### src/rtl/en_reg_fifo_if.sv
// Handshake bundle for en_reg_fifo: producer/consumer requests plus the
// head-of-queue data and status flags.
interface en_reg_fifo_if #(
    parameter int WIDTH = 8,
    parameter int DEPTH = 4
);
    localparam int CW = $clog2(DEPTH + 1);

    logic             flush;
    logic             wr_en;
    logic [WIDTH-1:0] D;
    logic             rd_en;
    logic [WIDTH-1:0] Q;
    logic             empty;
    logic             full;
    logic [CW-1:0]    count;
    logic             overflow;
    logic             underflow;

    modport master (
        output flush, wr_en, D, rd_en,
        input  Q, empty, full, count, overflow, underflow
    );

    modport slave (
        input  flush, wr_en, D, rd_en,
        output Q, empty, full, count, overflow, underflow
    );
endinterface

### src/rtl/en_reg_fifo.sv
// DEPTH x WIDTH enable-register FIFO with show-ahead head data, occupancy
// count, full/empty flags, synchronous flush and registered error pulses.
module en_reg_fifo #(
    parameter int  WIDTH = 8,
    parameter int  DEPTH = 4,
    localparam int CW    = $clog2(DEPTH + 1)
) (
    input  logic         clk,
    input  logic         CLRN,
    en_reg_fifo_if.slave bus
);
    localparam int PW = (DEPTH > 1) ? $clog2(DEPTH) : 1;

    logic [PW-1:0]    wr_ptr_q, wr_ptr_d;
    logic [PW-1:0]    rd_ptr_q, rd_ptr_d;
    logic [CW-1:0]    count_q, count_d;
    logic             ovf_q, ovf_d;
    logic             unf_q, unf_d;
    logic [WIDTH-1:0] mem_q [DEPTH];
    logic [DEPTH-1:0] we;
    logic             empty_w, full_w;
    logic             push, pop;

    // Wrap by compare so non-power-of-two depths never reach unused slots.
    function automatic logic [PW-1:0] ptr_inc(input logic [PW-1:0] p);
        return (p == PW'(DEPTH - 1)) ? '0 : p + PW'(1);
    endfunction

    assign empty_w = (count_q == '0);
    assign full_w  = (count_q == CW'(DEPTH));

    always_comb begin
        push = bus.wr_en && (!full_w || bus.rd_en) && !bus.flush;
        pop  = bus.rd_en && !empty_w && !bus.flush;
    end

    always_comb begin
        wr_ptr_d = wr_ptr_q;
        rd_ptr_d = rd_ptr_q;
        count_d  = count_q;
        ovf_d    = 1'b0;
        unf_d    = 1'b0;
        if (bus.flush) begin
            wr_ptr_d = '0;
            rd_ptr_d = '0;
            count_d  = '0;
        end else begin
            ovf_d = bus.wr_en && full_w && !bus.rd_en;
            unf_d = bus.rd_en && empty_w;
            if (push) wr_ptr_d = ptr_inc(wr_ptr_q);
            if (pop)  rd_ptr_d = ptr_inc(rd_ptr_q);
            if (push && !pop)      count_d = count_q + CW'(1);
            else if (pop && !push) count_d = count_q - CW'(1);
        end
    end

    always_comb begin
        we = '0;
        for (int unsigned i = 0; i < DEPTH; i++) begin
            we[i] = push && (wr_ptr_q == PW'(i));
        end
    end

    always_ff @(posedge clk or negedge CLRN) begin
        if (!CLRN) begin
            wr_ptr_q <= '0;
            rd_ptr_q <= '0;
            count_q  <= '0;
            ovf_q    <= 1'b0;
            unf_q    <= 1'b0;
        end else begin
            wr_ptr_q <= wr_ptr_d;
            rd_ptr_q <= rd_ptr_d;
            count_q  <= count_d;
            ovf_q    <= ovf_d;
            unf_q    <= unf_d;
        end
    end

    for (genvar g = 0; g < DEPTH; g++) begin : g_entry
        always_ff @(posedge clk or negedge CLRN) begin
            if (!CLRN)      mem_q[g] <= '0;
            else if (we[g]) mem_q[g] <= bus.D;
        end
    end

    assign bus.Q         = empty_w ? '0 : mem_q[rd_ptr_q];
    assign bus.empty     = empty_w;
    assign bus.full      = full_w;
    assign bus.count     = count_q;
    assign bus.overflow  = ovf_q;
    assign bus.underflow = unf_q;
endmodule

### src/flat_wrapper.sv
// flat-port wrapper written by rule: the top's interface ports become plain ports
module en_reg_fifo_flat 
#(
    parameter int  WIDTH = 8,
    parameter int  DEPTH = 4,
    localparam int CW    = $clog2(DEPTH + 1)
)
  (clk, CLRN, bus_flush, bus_wr_en, bus_D, bus_rd_en, bus_Q, bus_empty, bus_full, bus_count, bus_overflow, bus_underflow);
  en_reg_fifo_if #(.WIDTH(WIDTH), .DEPTH(DEPTH)) bus_i ();
  input  logic clk;
  input  logic CLRN;
  input wire logic [$bits(bus_i.flush)-1:0] bus_flush;
  input wire logic [$bits(bus_i.wr_en)-1:0] bus_wr_en;
  input wire logic [$bits(bus_i.D)-1:0] bus_D;
  input wire logic [$bits(bus_i.rd_en)-1:0] bus_rd_en;
  output wire logic [$bits(bus_i.Q)-1:0] bus_Q;
  output wire logic [$bits(bus_i.empty)-1:0] bus_empty;
  output wire logic [$bits(bus_i.full)-1:0] bus_full;
  output wire logic [$bits(bus_i.count)-1:0] bus_count;
  output wire logic [$bits(bus_i.overflow)-1:0] bus_overflow;
  output wire logic [$bits(bus_i.underflow)-1:0] bus_underflow;
  assign bus_i.flush = bus_flush;
  assign bus_i.wr_en = bus_wr_en;
  assign bus_i.D = bus_D;
  assign bus_i.rd_en = bus_rd_en;
  assign bus_Q = bus_i.Q;
  assign bus_empty = bus_i.empty;
  assign bus_full = bus_i.full;
  assign bus_count = bus_i.count;
  assign bus_overflow = bus_i.overflow;
  assign bus_underflow = bus_i.underflow;
  en_reg_fifo #(.WIDTH(WIDTH), .DEPTH(DEPTH)) u_core (.clk(clk), .CLRN(CLRN), .bus(bus_i));
endmodule
### config.mk
export PLATFORM = sky130hd
export DESIGN_NAME = en_reg_fifo_flat
export DESIGN_NICKNAME = d
export VERILOG_FILES = /design/src/rtl/en_reg_fifo_if.sv /design/src/rtl/en_reg_fifo.sv /design/src/flat_wrapper.sv
export SDC_FILE = /design/constraint.sdc
export NUM_CORES = 1
export LEC_CHECK = 0
export CAP_MARGIN = 10
export CORE_ASPECT_RATIO = 2
export CORE_MARGIN = 1.5
export CORE_UTILIZATION = 57
export CTS_BUF_LIST = sky130_fd_sc_hd__clkbuf_2
export CTS_CLUSTER_SIZE = 20
export DETAILED_ROUTE_END_ITERATION = 12
export HOLD_SLACK_MARGIN = 0.1
export MAX_ROUTING_LAYER = met4
export PLACE_DENSITY = 0.92
export SLEW_MARGIN = 20
export SYNTH_ARGS = -nofsm -noshare
export SYNTH_HDL_FRONTEND = slang
export SYNTH_SLANG_ARGS = --single-unit
### constraint.sdc
create_clock -name clk -period 2.42 [get_ports clk]
set_input_delay 0.605 -clock clk [delete_from_list [all_inputs] [get_ports clk]]
set_output_delay 0.605 -clock clk [all_outputs]
set_load 0.005 [all_outputs]
==> flow_metrics.env <==
export IMPL_viasPerCell=5.71
export IMPL_synth_ff_type="dfrtp_1"
export IMPL_htreeDepth=2
export IMPL_grt_use_total_pct=24.7
export IMPL_ys_types=33
export IMPL_instances_no_fill=248
export IMPL_async_flop_share_pct=100
export IMPL_rows=31
export IMPL_vias=1415
export IMPL_ys_seq_area_share_pct=46.4
export IMPL_slew_headroom_pct=40.7
export IMPL_pin_count=28
export IMPL_gp_congestion=0.758
export IMPL_grt_busiest_layer="met2"
export IMPL_cts_sinks=41
export IMPL_muxShareOfSynthArea_pct=31.8
export IMPL_die_width_um=47.1
export IMPL_setup_viol=0
export IMPL_status="finished clean"
export IMPL_synth_top_area_cell="dfrtp_1"
export IMPL_grt_setup_unrepaired="yes"
export IMPL_fin_worst_skew_ns=0.0149
export IMPL_synth_enable_flop_cells=0
export IMPL_final_layout_size_suffix_gt1_share_pct=45.2
export IMPL_die_area_sq_um=4290
export IMPL_maxCapViolCount=0
export IMPL_synth_xor_area_share_pct=0.396
export IMPL_antenna_found_initial=0
export IMPL_drcViolationCount=0
export IMPL_synthTopCellsByCount="41 x dfrtp_1, 32 x mux2_4, 10 x nor2b_1"
export IMPL_first_iter_violations=25
export IMPL_area_growth_pct=20.0
export IMPL_grtUsageMet2_pct=39.3
export IMPL_yosysWarnings=0
export IMPL_synthAdderAreaFrac_pct=3.73
export IMPL_period_needed_ns=2.39
export IMPL_power_density_nw_per_um2=1070
export IMPL_worst_pin_slew_ns=0.889
export IMPL_critical_path_arrival_ns=1.79
export IMPL_use_met1_pct=29.3
export IMPL_clkPwrFrac_pct=10.3
export IMPL_num_antenna_cells=0
export IMPL_peakVddDrop_mv=0.699
export IMPL_initial_core_util_pct=60.0
export IMPL_clock_latency_ns=0.40
export IMPL_cts_buffer_depth=2
export IMPL_fmax_ghz=0.418
export IMPL_cts_inserted_buffers=5
export IMPL_fin_area_sq_um=2650
export IMPL_yosysMostFrequentCell="dfrtp_1"
export IMPL_worstSetupPathType="reg2out"
export IMPL_post_drt_wl_per_cell_um=18.7
export IMPL_leakage_nw=1.22
export IMPL_grt_max_degree=42
export IMPL_synth_area_leaders="dfrtp_1 46%, mux2_4 22%, mux4_2 8.1%, ha_1 2.8%, nor2b_1 2.8%"
export IMPL_place_hpwl_mm=3.13
export IMPL_core_area_sq_um=3680
export IMPL_synth_compound_area_share_pct=2.43
export IMPL_hold_path_class="in2async"
export IMPL_seq_power_share_pct=40.3
export IMPL_hold_viol=0
export IMPL_cts_tree="done"
export IMPL_p_switching_mw=0.886
export IMPL_switching_share_pct=31.2
export IMPL_crit_path_start_kind="flip-flop"
export IMPL_fin_crit_sh_pct=98.8
export IMPL_drtAntennaViolNets=0
export IMPL_grt_overflow=0
export IMPL_grt_pass1_vias=1506
export IMPL_totalWireLength_mm=4.63
export IMPL_drv_slew=0
export IMPL_endpoint_kind="primary output"
export IMPL_grt_pass1_wl_mm=7.38
export IMPL_power_frac_comb_pct=49.4
export IMPL_synthSimpleGateAreaFrac_pct=11.3
export IMPL_synth_top_family_by_area="multiplexers"
export IMPL_synth_top_area_share_pct=46.4
export IMPL_syn_inst=153
export IMPL_syn_num_nets=172
export IMPL_critPathMaxFanout=6
export IMPL_dr_pass1_iters=6
export IMPL_root_buffer="clkbuf_2"
export IMPL_post_dp_cell_area_sq_um=2530
export IMPL_intPower_mw=1.95
export IMPL_dp_cells=226
export IMPL_die_h_um=91.1
export IMPL_use_met3_pct=5.37
export IMPL_netlist_area_sq_um=2210
export IMPL_cp_required_ns=1.81
export IMPL_io_buffer_count=27
export IMPL_finalNetCount=217
export IMPL_synth_avg_cell_area_sq_um=14.5
export IMPL_path_clk_slew_ns=0.19
export IMPL_ys_seq_elements=41
layout by cell type, fill, tap and decap left out, drive strengths merged:
master / count
dfrtp: 41
mux2: 34
buf: 30
clkdlybuf4s50: 18
nor2b: 10
nor2: 9
mux4: 8
clkbuf: 8
ha: 5
inv: 4
nand2b: 4
and3: 4
nor3: 2
and2: 2
o31ai: 2
mux2i: 2
a31oi: 2
o21a: 1
and3b: 1
or4b: 1
xnor2: 1
a221oi: 1
or3: 1
nand2: 1
a21oi: 1
nand3: 1
o21ai: 1
or3b: 1
nor4b: 1
nand4b: 1
fa: 1
final cells by class:
| class | count | area, sq um |
|---|---|---|
| multi-input combinational | 98 | 1100 |
| fill | 249 | 1030 |
| clock buffer | 8 | 40.0 |
| tap | 49 | 61.3 |
| timing repair buffer | 48 | 407 |
| sequential | 41 | 1030 |
| inverter | 4 | 15.0 |
registers in the layout, indices dropped and copies added, names as in the netlist:
signal                count
u_core.bus.count          3
u_core.bus.overflow       1
u_core.bus.underflow      1
u_core.mem_q             32
u_core.rd_ptr_q           2
u_core.wr_ptr_q           2
power groups by stage:
stage	Sequential (mW)	Clock, mW	Combinational, mW
3_3_place_gp	1.12	0	1.24
2_1_floorplan	1.07	0	0.856
3_5_place_dp	1.15	0	1.30
4_1_cts	1.14	0.308	1.36
5_1_grt	1.16	0.333	1.52
6_report	1.14	0.293	1.40
per-stage QoR:
step / setup slack (ns) / power (mW) / hold WS [ns] / utilization, % / TNS, ns
global placement: 0.0560 / 2.36 / 0.488 / 68.7 / 0
global route: -0.0593 / 3.01 / 0.356 / 72.0 / -0.418
CTS: -0.00791 / 2.81 / 0.312 / 71.1 / -0.00791
floorplan: 0.306 / 1.93 / 0.309 / - / 0
detailed placement: -0.0496 / 2.46 / 0.493 / 68.7 / -0.0496
finish: 0.0282 / 2.84 / 0.299 / 72.0 / 0
kinds of logic after synthesis:
kind of cell,Yosys count
muxes,44
DFF,41
and+or+nand+nor,39
buffers and inverters,14
AOI/OAI and AO/OA,8
adders and majority gates,6
xor gates and xnor gates,1
routing by layer:
| metal | routed length (um) | share of wire, % |
|---|---|---|
| met1 | 1740 | 38 |
| met2 | 2600 | 56 |
| met3 | 160 | 3.5 |
| met4 | 133 | 2.9 |
| met5 | 0 | 0 |
worst max-delay path, stage by stage (launching register included):
cell and delay (ns):
dfrtp_2 0.49, nor3_1 0.25, buf_4 0.18, clkdlybuf4s50_1 0.49
final timing paths:
path | end | cells past startpoint | startpoint | slack [ns]
worst max-delay path | bus_empty | 3 | u_core.bus.count[1] | 0.03
worst min-delay path | u_core.mem_q[16] | 1 | CLRN | 0.30
worst max register to register | u_core.bus.count[2] | 7 | u_core.bus.count[0] | 0.35
worst min register to register | u_core.mem_q[31] | 1 | u_core.mem_q[31] | 0.54
max in group asynchronous | u_core.bus.count[1] | 1 | CLRN | 1.50
min in group clk | u_core.mem_q[31] | 1 | u_core.mem_q[31] | 0.54
timing repair:
| item | in CTS | in global routing |
|---|---|---|
| cloned | 0 | 0 |
| gates resized for setup | 38 | 2 |
| hold endpoints to repair | 0 | 0 |
| pin swaps | 0 | 0 |
| buffers inserted | 10 | 4 |
| hold buffers | 0 | 0 |
| endpoints found under the setup margin | 9 | 10 |
Power figures use the tool's default switching activity.
